--- config.mk ---
export PLATFORM = sky130hd
export DESIGN_NAME = cam_stream_gen
export DESIGN_NICKNAME = d
export VERILOG_FILES = /design/src/rtl/cam_stream_gen.sv
export SDC_FILE = /design/constraint.sdc
export NUM_CORES = 1
export LEC_CHECK = 0
export CAP_MARGIN = 40
export CORE_ASPECT_RATIO = 1.2
export CORE_MARGIN = 8
export CORE_UTILIZATION = 50
export CTS_BUF_LIST = sky130_fd_sc_hd__clkbuf_8
export DETAILED_ROUTE_END_ITERATION = 12
export PLACE_DENSITY_LB_ADDON = 0.12
export SKIP_LAST_GASP = 1
export SYNTH_ARGS = -nofsm -noshare
export SYNTH_HDL_FRONTEND = slang
export SYNTH_SLANG_ARGS = --single-unit
export TNS_END_PERCENT = 1
--- constraint.sdc ---
create_clock -name clk -period 8.5 [get_ports clk]
set_input_delay 2.125 -clock clk [delete_from_list [all_inputs] [get_ports clk]]
set_output_delay 2.125 -clock clk [all_outputs]
set_load 0.02 [all_outputs]
--- src/rtl/cam_stream_gen.sv ---
// OV7670-style RGB444 camera source: pclk/vsync/href/data for solid, bars, checker and ramp frames.
// Stream outputs are registered on pclk falling ticks; free-running source, no backpressure.
module cam_stream_gen #(
  parameter int PCLK_DIV    = 2,
  parameter int LINE_PIXELS = 160,
  parameter int ROWS        = 120,
  parameter int HBLANK      = 4,
  parameter int VBLANK_ROWS = 4,
  parameter int VSYNC_ROWS  = 2
) (
  input  logic        clk,
  input  logic        rst,
  input  logic        en,
  input  logic [1:0]  mode,
  input  logic [11:0] color,
  output logic        CAM_pclk,
  output logic        CAM_vsync,
  output logic        CAM_href,
  output logic [7:0]  CAM_px_data,
  output logic        busy,
  output logic        frame_done,
  output logic [15:0] frame_cnt
);

  localparam int LB    = 2 * LINE_PIXELS;
  localparam int COLS  = LB + HBLANK;
  localparam int LINES = VBLANK_ROWS + ROWS;
  localparam int COL_W = $clog2(COLS) + 1;
  localparam int ROW_W = $clog2(LINES) + 1;
  localparam int DIV_W = $clog2(PCLK_DIV) + 1;

  localparam logic [DIV_W-1:0] DIV_MAX   = DIV_W'(PCLK_DIV - 1);
  localparam logic [COL_W-1:0] COL_MAX   = COL_W'(COLS - 1);
  localparam logic [COL_W-1:0] LB_C      = COL_W'(LB);
  localparam logic [ROW_W-1:0] ROW_MAX   = ROW_W'(LINES - 1);
  localparam logic [ROW_W-1:0] VB_R      = ROW_W'(VBLANK_ROWS);
  localparam logic [ROW_W-1:0] VS_R      = ROW_W'(VSYNC_ROWS);
  localparam logic [ROW_W-1:0] Y8        = ROW_W'(8);
  localparam logic [COL_W-2:0] X8        = (COL_W-1)'(8);
  localparam logic [COL_W-2:0] BAR_PIX   = (COL_W-1)'(LINE_PIXELS / 8);
  localparam logic [7:0]       LB8       = 8'(LB);

  typedef enum logic [1:0] {IDLE, FRAME, DONE} state_t;

  state_t           state;
  logic [DIV_W-1:0] div_cnt;
  logic [ROW_W-1:0] row;
  logic [COL_W-1:0] col;
  logic [1:0]       mode_q;
  logic [11:0]      color_q;

  logic             pclk_edge, fall_tick, start, last;
  logic [ROW_W-1:0] emit_row, y;
  logic [COL_W-1:0] emit_col;
  logic [COL_W-2:0] x, bar_q;
  logic [1:0]       emit_mode;
  logic [11:0]      emit_color, pix;
  logic             vsync_n, href_n;
  logic [7:0]       byte_n, ramp;

  assign pclk_edge = (div_cnt == DIV_MAX);
  assign fall_tick = pclk_edge && CAM_pclk;

  always_ff @(posedge clk or negedge rst) begin
    if (!rst) begin
      div_cnt  <= '0;
      CAM_pclk <= 1'b0;
    end else begin
      div_cnt <= pclk_edge ? '0 : div_cnt + 1'b1;
      if (pclk_edge) CAM_pclk <= ~CAM_pclk;
    end
  end

  // A frame start emits slot (0,0) on the same tick, using the live mode/color.
  assign start      = fall_tick && en && (state != FRAME);
  assign emit_row   = start ? '0 : row;
  assign emit_col   = start ? '0 : col;
  assign emit_mode  = start ? mode : mode_q;
  assign emit_color = start ? color : color_q;
  assign last       = (emit_row == ROW_MAX) && (emit_col == COL_MAX);

  assign x       = emit_col[COL_W-1:1];
  assign y       = emit_row - VB_R;
  assign bar_q   = x / BAR_PIX;
  assign vsync_n = (emit_row < VS_R);
  assign href_n  = (emit_row >= VB_R) && (emit_col < LB_C);
  assign ramp    = 8'(y) * LB8 + 8'(emit_col);

  always_comb begin
    pix = '0;
    case (emit_mode)
      2'd0: pix = emit_color;
      2'd1: begin
        case (3'(bar_q))
          3'd0:    pix = 12'hFFF;
          3'd1:    pix = 12'hFF0;
          3'd2:    pix = 12'h0FF;
          3'd3:    pix = 12'h0F0;
          3'd4:    pix = 12'hF0F;
          3'd5:    pix = 12'hF00;
          3'd6:    pix = 12'h00F;
          default: pix = 12'h000;
        endcase
      end
      2'd2: pix = (((x & X8) != '0) ^ ((y & Y8) != '0)) ? emit_color : 12'h000;
      default: pix = '0;
    endcase
  end

  always_comb begin
    byte_n = 8'h00;
    if (href_n) begin
      if (emit_mode == 2'd3) byte_n = ramp;
      else if (emit_col[0])  byte_n = pix[7:0];
      else                   byte_n = {4'h0, pix[11:8]};
    end
  end

  always_ff @(posedge clk or negedge rst) begin
    if (!rst) begin
      state       <= IDLE;
      row         <= '0;
      col         <= '0;
      mode_q      <= '0;
      color_q     <= '0;
      CAM_vsync   <= 1'b0;
      CAM_href    <= 1'b0;
      CAM_px_data <= '0;
      busy        <= 1'b0;
      frame_done  <= 1'b0;
      frame_cnt   <= '0;
    end else begin
      frame_done <= 1'b0;
      if (fall_tick) begin
        if (state == DONE) begin
          frame_done <= 1'b1;
          frame_cnt  <= frame_cnt + 16'd1;
        end
        if (start || state == FRAME) begin
          CAM_vsync   <= vsync_n;
          CAM_href    <= href_n;
          CAM_px_data <= byte_n;
          busy        <= 1'b1;
          mode_q      <= emit_mode;
          color_q     <= emit_color;
          if (last) begin
            state <= DONE;
            row   <= '0;
            col   <= '0;
          end else begin
            state <= FRAME;
            if (emit_col == COL_MAX) begin
              col <= '0;
              row <= emit_row + 1'b1;
            end else begin
              col <= emit_col + 1'b1;
              row <= emit_row;
            end
          end
        end else begin
          CAM_vsync   <= 1'b0;
          CAM_href    <= 1'b0;
          CAM_px_data <= '0;
          busy        <= 1'b0;
          state       <= IDLE;
        end
      end
    end
  end

endmodule

# Word-level counts from Yosys, hierarchy flattened
# Cells that the tools add are included.
[totals]
wordCells = 73
out_inout_bits = 29
inputBits = 17
reg_bits = 65
[classes]
bitwise_logic = 2
div = 1
n_mux = 23
add_sub_neg = 6
eq_ne = 15
reduce_logical = 10
n_lt_le_gt_ge = 3
[ops]
columns = ["operator", "n"]
rows = [
  ["12-bit one-hot mux with 7 select lines", 1],
  ["8-bit 2-to-1 mux", 7],
  ["12-bit one-hot mux with 3 select lines", 1],
  ["10-bit 2-to-1 mux", 3],
  ["12-bit 2-to-1 mux", 2],
  ["16-bit by 1-bit adder with 16-bit output (second input constant)", 1],
  ["10-bit by 1-bit adder with 10-bit output (second input constant)", 1],
  ["10-bit by 9-bit == test with 1-bit output (second input constant)", 1],
  ["10-bit by 9-bit less-than comparator with 1-bit output (second input constant)", 1],
  ["9-bit by 5-bit divider with 9-bit output (second input constant)", 1],
  ["3-bit == test (second input constant)", 3],
  ["8-bit by 1-bit adder with 8-bit output (second input constant)", 1],
  ["8-bit adder", 1],
  ["8-bit by 7-bit == test with 1-bit output (second input constant)", 1],
  ["8-bit by 3-bit greater-or-equal comparator with 1-bit output (second input constant)", 1],
  ["8-bit by 2-bit less-than comparator with 1-bit output (second input constant)", 1],
  ["2-bit 2-to-1 mux", 4],
  ["2-bit by 1-bit == test with 1-bit output (second input constant)", 3],
  ["2-bit == test (second input constant)", 3],
  ["3-bit by 2-bit == test with 1-bit output (second input constant)", 2],
  ["1-bit logical AND", 5],
  ["1-bit 2-to-1 mux", 5],
  ["2-bit AND reduction", 2],
  ["4-bit by 3-bit subtractor with 4-bit output (second input constant)", 1],
  ["other kinds (8)", 8],
]

# Longest topological paths before layout
# Gate-level depths: netlist (run 1).
[depth]
ltp_word = 13
ltp_mapped = 15

# Worst setup path after synthesis (run 1)
# OpenSTA, ideal clock, no wires.
[synth_timing]
path_type = "input-to-reg"
start = "input en"
end = "register row[7]"
arrival_time_ns = 4.770
t_required_ns = 8.374
n_path_buf = 4
stages = 14
slack_ns = 3.604
cell_sequence = "inv_1 > or3_1 > clkbuf_2 > buf_2 > clkbuf_1 > and2_1 > ha_1 > or4b_4 > nor4_2 > and3_1 > buf_6 > and4_4 > nand3_2 > a221o_1"
[synth_between]
elab_chain_cells = 6
word_cells_on_any_way = 12
classes_between = "add/sub (1); eq/ne (2); mux (4); reduce/logical (5)"
[synth_rtl]
columns = ["item", "line_no", "source"]
rows = [
  ["start: declaration", "13", "input logic en,"],
  ["1-bit logical AND (*) (2 in series)", "75", "assign start = fall_tick && en && (state != FRAME);"],
  ["8-bit 2-to-1 mux or 10-bit 2-to-1 mux (tied branches)", "76, 77", ""],
  ["8-bit by 1-bit adder with 8-bit output (tied with other cells)", "154", "row <= emit_row + 1'b1;"],
  ["8-bit 2-to-1 mux or 1-bit logical AND (tied branches)", "152, 80", ""],
  ["8-bit 2-to-1 mux", "146", "if (last) begin"],
  ["end signal: assignment", "154", ""],
  ["end signal: assignment", "157", "row <= emit_row;"],
  ["end: declaration", "47", "logic [ROW_W-1:0] row;"],
]
# Mark *: on every way between the ends. The rest lies on a longest branch, timed or not.
# A chain may end at the register's enable or synchronous reset.

# Final worst setup path (run 1)
# Ends and elaborated chain as after synthesis.

==> results of run 1 <==
[synth_stat cells (all sizes together) (2+ instances only)]
cell     instances
xor2             5
xnor2           18
nand2b           9
a21oi           17
o21bai           2
ha               8
nand2           92
nor2b            6
and3             9
a211oi           3
mux2             2
nor2            24
o21ai           34
and4             2
a31oi            5
a221oi           4
buf              8
o32ai            2
nand4b           2
o22ai            2
dfrtp           65
and2             8
nand4            9
nor4bb           2
or2              2
nor4             3
clkbuf          14
inv             13
nor3b            3
nand3           21
o2111ai          4
nor3             8
nor4b            2
mux2i            4
o211ai           4
o31ai            5
[worst min-delay path, cell delays in order (launching register included)]
cell and delay (ns):
dfrtp_1 0.34, nand2_1 0.05, nand2_1 0.06
[stage by stage]
stage / total power, mW / util / instance area (um^2) / hold WS, ns / setup WS [ns]
after floorplan: 0.567 / - / 3760 / 0.433 / 3.60
after global placement: 0.652 / 0.583 / 4240 / 0.454 / 2.90
after detailed placement: 0.656 / 0.583 / 4240 / 0.461 / 2.80
after CTS: 0.928 / 0.611 / 4440 / 0.478 / 3.16
after global routing: 0.973 / 0.611 / 4440 / 0.500 / 2.93
final: 0.921 / 0.611 / 4440 / 0.476 / 3.11
[how the worst max path moves through the flow]
stage / from / end / slack, ns / cells past startpoint
finish: en / row[7] / 3.11 / 13
global route: en / row[5] / 2.93 / 14
CTS: en / row[7] / 3.16 / 13
detailed placement: en / row[7] / 2.80 / 13
global placement: en / row[7] / 2.90 / 13
floorplan: en / row[7] / 3.60 / 14
[cells by family (layout without fill, tap and decap cells)]
kind of cell / after synthesis / after routing / synth area share
flops: 65 / 65 / 0.433
xor+xnor: 23 / 23 / 0.0536
compound gates: 89 / 89 / 0.150
mux: 6 / 6 / 0.0167
buf+inv: 35 / 78 / 0.0413
simple gates: 207 / 207 / 0.279
fa+ha+maj: 8 / 8 / 0.0266
[flip-flops by register name, indices dropped and copies added, names as in the netlist]
register	flops
div_cnt	2
frame_done	1
CAM_vsync	1
frame_cnt	16
CAM_pclk	1
CAM_href	1
mode_q	2
row	8
busy	1
col	10
state	2
CAM_px_data	8
color_q	12
[layout by cell type, fill, tap and decap left out, types with 3 or more instances in the layout]
cell type | synthesis | final
mux2i_1 | 4 | 4
inv_1 | 13 | 13
clkdlybuf4s50_1 | 0 | 44
inv_6 | 0 | 3
o21ai_0 | 34 | 34
nand4_1 | 9 | 9
a221oi_1 | 3 | 3
clkbuf_8 | 0 | 9
nand3_1 | 20 | 20
buf_4 | 0 | 4
xor2_1 | 5 | 5
a211oi_1 | 3 | 3
o2111ai_1 | 4 | 4
a21oi_1 | 17 | 17
nor3_1 | 8 | 7
dfrtp_1 | 65 | 65
and3_1 | 8 | 8
nor2_1 | 24 | 24
o31ai_1 | 5 | 5
and2_1 | 7 | 7
nor2b_1 | 6 | 6
nand2b_1 | 9 | 9
nand2_1 | 91 | 91
ha_1 | 8 | 8
a31oi_1 | 5 | 5
o211ai_1 | 4 | 4
xnor2_1 | 18 | 18
[per-layer routing]
metal  share of wire  vias up  routed length (um)
met3           0.064       16                 582
met5               0        -                   0
met1            0.44     1553                4000
met2            0.47      107                4290
li1                -     1597                   -
met4           0.018        0                 167
[final cells by class]
| class | count | area share |
|---|---|---|
| Multi-Input combinational cell | 333 | 0.445 |
| Sequential cell | 65 | 0.366 |
| Inverter | 13 | 0.0110 |
| Tap cell | 90 | 0.0253 |
| Clock buffer | 9 | 0.0279 |
| Clock inverter | 7 | 0.0175 |
| Timing Repair Buffer | 49 | 0.107 |
[power by group through the flow]
stage | logic, mW | clock network [mW] | registers (mW)
2_1_floorplan | 0.175 | 0 | 0.393
3_3_place_gp | 0.241 | 0 | 0.411
3_5_place_dp | 0.245 | 0 | 0.411
4_1_cts | 0.247 | 0.276 | 0.405
5_1_grt | 0.271 | 0.289 | 0.413
6_report | 0.246 | 0.269 | 0.406
==> impl_metrics.json, run 1 <==
{
  "setup_tns_ns": 0,
  "syn_inst": 433,
  "yosysWarnings": 0,
  "postRouteAntennaNets": 0,
  "reg2reg_slack_ns": 4.67,
  "internal-power_uw": 598,
  "busiest_layer": "met2",
  "cp_cell_sequence": "clkdlybuf4s50_1 -> inv_1 -> or3_1 -> buf_4 -> nand2_1 -> inv_1 -> ha_1 -> or4b_4 -> nor4_2 -> and3_1 -> and4_4 -> nand3_2 -> a221o_1",
  "seq_area_um2": 1630,
  "wl_per_cell_um": 16.0,
  "cts.path.max_buffers": 2,
  "power.leakage_nw": 1.96,
  "final_cells": 566,
  "period_minus_slack_ns": 5.39,
  "outcome": "finished, final reports clean",
  "fin_skew_ns": 0.00858,
  "multiInputGateArea_um2": 1980,
  "slowest_stage": "or4b_4",
  "start_util": 0.516,
  "cp_max_fo": 26,
  "nFillCells": 618,
  "synth_seq_cells": 65,
  "ctsHoldBuffers": 0,
  "synth_top_area_share": 0.433,
  "cts_repair_resize_count": 0,
  "use_met3": 0.0386,
  "io_buffers": 45,
  "drv_slew": 0,
  "finalHoldViolCount": 0,
  "crit_type": "in -> reg",
  "grt_first_pass_wirelength_um": 15200,
  "cts_tree": "done",
  "post-cts-setup-buffer-count": 0,
  "end_kind": "flop",
  "worstPathRequired_ns": 8.73,
  "start_kind": "input port",
  "io_pins": 46,
  "overflow": 0,
  "path_buf_inv": 4,
  "yosys_most_used_dff": "dfrtp_1",
  "grt_use_met1": 0.238,
  "drive_above_1_share": 0.0798,
  "cp_common_cell": "inv_1",
  "num_antenna_cells": 0,
  "rows": 34,
  "wl_um": 9040,
  "max_stage_delay_ns": 0.49,
  "syn_to_final_growth_pct": 18.3,
  "die_y_um": 111,
  "use_met2": 0.271,
  "setup_viol": 0,
  "vias": 3273,
  "yosysTopAreaCell": "dfrtp_1",
  "cts_root_buffer": "clkbuf_8",
  "die_area_um2": 10600,
  "holdPathEnd": "CAM_vsync",
  "clock.fmax_mhz": 186,
  "drc": 0,
  "synthesis.nets": 458,
  "core_um2": 7270,
  "worst_pin_slew_ns": 0.829,
  "placed_cells": 550,
  "p_clk_frac": 0.292,
  "min_path_cells": 2,
  "first_iter_violations": 220,
  "antenna_found_initial": 0,
  "seqPwrFrac": 0.441,
  "swShare": 0.351,
  "relSlewSlack": 0.445,
  "power_switching_uw": 323,
  "synth-seq-area-share": 0.433,
  "ys_top_cells_by_area": "dfrtp_1 43%, nand2_1 9.1%, o21ai_0 4.5%, xnor2_1 4.2%, ha_1 2.7%",
  "clk_pin_slew_ns": 0.07,
  "peakVddDrop_mv": 0.206,
  "critPathTopFamily": "simple AND/OR/NAND/NOR gates",
  "synth_edf_count": 0,
  "numCtsBuffers": 9,
  "avgSynthCellArea_um2": 8.67,
  "r2r-start": "state[0]",
  "grt_usage": 0.179,
  "h-tree-depth": 3,
  "period_share": 0.634,
  "cp.arrival_ns": 5.61,
  "hold_path.class": "reg -> reg",
  "reg2reg_depth": 12,
  "async_flop_share": 1.00,
  "post_synth_instance_area_um2": 3760,
  "synth_cell_types": 58,
  "p_per_area_nw_per_um2": 207,
  "r2r_end": "row[7]",
  "p_comb_frac": 0.267,
  "gp_congestion": 0.961,
  "grt_start_max_net_pins": 66,
  "cts.sinks": 65,
  "first_global_vias": 3093,
  "dr.pass1.iters": 4,
  "clock_latency_ns": 0.35,
  "nNetsFinal": 496,
  "viasPerCell": 5.78,
  "rsz0062_at_grt": "no",
  "drv_cap": 0,
  "die_w_um": 95.1,
  "hpwl_um": 6380,
  "min-delay-start": "CAM_vsync"
}
Note: power is estimated with default switching activity, not from simulation.
==> inputs of run 2 (changes only) <==
- clock period: 8.5 -> 5.5 ns (I/O delays scaled with it)
==> impl_metrics.json, run 2 (synthesis gave the netlist of run 1 again) <==
{
  "outcome": "finished, final reports clean",
  "nNetsFinal": 496,
  "final_common_cell": "nand2_1",
  "postRouteAntennaNets": 0,
  "first_iter_violations": 159,
  "dr.pass1.iters": 5,
  "cts.sinks": 65,
  "max_stage_delay_ns": 0.50,
  "grt_first_pass_wirelength_um": 15400,
  "wl_um": 9430,
  "clock_latency_ns": 0.35,
  "hold_path.class": "reg -> reg",
  "hpwl_um": 6720,
  "fin_skew_ns": 0.00824,
  "cp.arrival_ns": 4.50,
  "drive_above_1_share": 0.0798,
  "finalHoldViolCount": 0,
  "cts_repair_resize_count": 0,
  "clock.fmax_mhz": 234,
  "end_kind": "flop",
  "period_share": 0.779,
  "viasPerCell": 5.74,
  "cp_max_fo": 32,
  "worstPathRequired_ns": 5.72,
  "nFillCells": 632,
  "reg.largest.list": "frame_cnt (16), color_q (12), col (10)",
  "start_kind": "input port",
  "peakVddDrop_mv": 0.274,
  "power.leakage_nw": 1.99,
  "die_w_um": 95.1,
  "rows": 34,
  "gp_congestion": 0.889,
  "seq_area_um2": 1630,
  "cts.path.max_buffers": 2,
  "grt_usage": 0.183,
  "wl_per_cell_um": 16.7,
  "drc": 0,
  "cts_root_buffer": "clkbuf_8",
  "cp_cell_sequence": "clkdlybuf4s50_1 -> inv_1 -> or3_1 -> buf_4 -> nand2_1 -> ha_1 -> xor2_1 -> a21oi_1 -> and2_1 -> nor2_1 -> nor2b_1 -> a221oi_1 -> nand3_1",
  "largest_reg_flops": 16,
  "die_area_um2": 10600,
  "setup_tns_ns": 0,
  "vias": 3247,
  "h-tree-depth": 3,
  "numCtsBuffers": 9,
  "antenna_found_initial": 0,
  "period_minus_slack_ns": 4.28,
  "pre_cts_ws_ns": 0.879,
  "io_pins": 46,
  "num_antenna_cells": 0,
  "clk_pin_slew_ns": 0.07,
  "overflow": 0,
  "die_y_um": 111,
  "ctsHoldBuffers": 0,
  "relSlewSlack": 0.451,
  "drv_cap": 0,
  "io_buffers": 45,
  "worst_pin_slew_ns": 0.821,
  "crit_type": "in -> reg",
  "drv_slew": 0,
  "core_um2": 7270,
  "multiInputGateArea_um2": 1980,
  "syn_to_final_growth_pct": 20.3,
  "cts_tree": "done",
  "largest_register": "frame_cnt",
  "first_global_vias": 3217,
  "post-cts-setup-buffer-count": 0,
  "rsz0062_at_grt": "no",
  "grt_start_max_net_pins": 66,
  "start_util": 0.516,
  "p_per_area_nw_per_um2": 347,
  "fin_ws_ns": 1.22,
  "slowest_stage": "clkdlybuf4s50_1",
  "layout_common_cells": "91 x nand2_1, 65 x dfrtp_1, 44 x clkdlybuf4s50_1",
  "setup_viol": 0
}
[run 2: cell types whose count changed in the layout (fill, tap and decap cells not counted)]
cell and delta:
bufinv_16 +3, inv_6 -2, clkbuf_8 +1, clkinv_2 -1, clkinvlp_4 -1
[run 2: layout make-up]
cell class,instances,area share
flip-flops and latches,65,0.360
clock buffers,10,0.0305
inverters,13,0.0108
well taps,90,0.0249
multi-input cells,333,0.438
clock inverters,6,0.0305
repair buffers,49,0.105
[run 2: final timing paths]
path	from	to	slack, ns	cells past startpoint
min	frame_cnt[15]	frame_cnt[15]	0.47	1
max in group asynchronous	rst	col[1]	3.77	2
max reg2reg	div_cnt[1]	CAM_px_data[1]	2.12	12
max	en	CAM_px_data[1]	1.22	13
min reg2reg	frame_cnt[15]	frame_cnt[15]	0.47	1
min in group asynchronous	rst	frame_cnt[3]	1.21	2
[run 2: stage by stage]
stage	hold slack (ns)	util	total power, mW	area [um^2]	cells
6_report	0.473	0.621	1.57	4520	566
5_1_grt	0.489	0.621	1.65	4520	566
4_1_cts	0.476	0.621	1.58	4520	566
3_5_place_dp	0.460	0.583	1.02	4240	550
3_3_place_gp	0.453	0.583	1.02	4240	550
2_1_floorplan	0.433	-	0.877	3760	433
[run 2: routing by layer]
layer	up-vias	wire length [um]	global-route usage	share of wire
met4	0	189	0.0825	0.020
met3	17	557	0.0413	0.059
met2	76	4660	0.303	0.49
met1	1554	4020	0.217	0.43
met5	-	0	0	0
li1	1600	-	-	-
[run 2: worst max-delay path: cells and delay by family]
family / cells / cell delay (ns)
adder cells (fa/ha/maj): 1 / 0.28
buffers and inverters: 3 / 0.85
XOR/XNOR: 1 / 0.14
AND/OR/NAND/NOR: 6 / 1.49
AO/OA/AOI/OAI: 2 / 0.36
[run 2: power by group]
part           switching [mW]  internal, mW  leakage, nW  total, mW
Clock                   0.195         0.362        0.137      0.557
Combinational           0.207         0.176         1.03      0.383
Sequential             0.0939         0.534        0.831      0.628
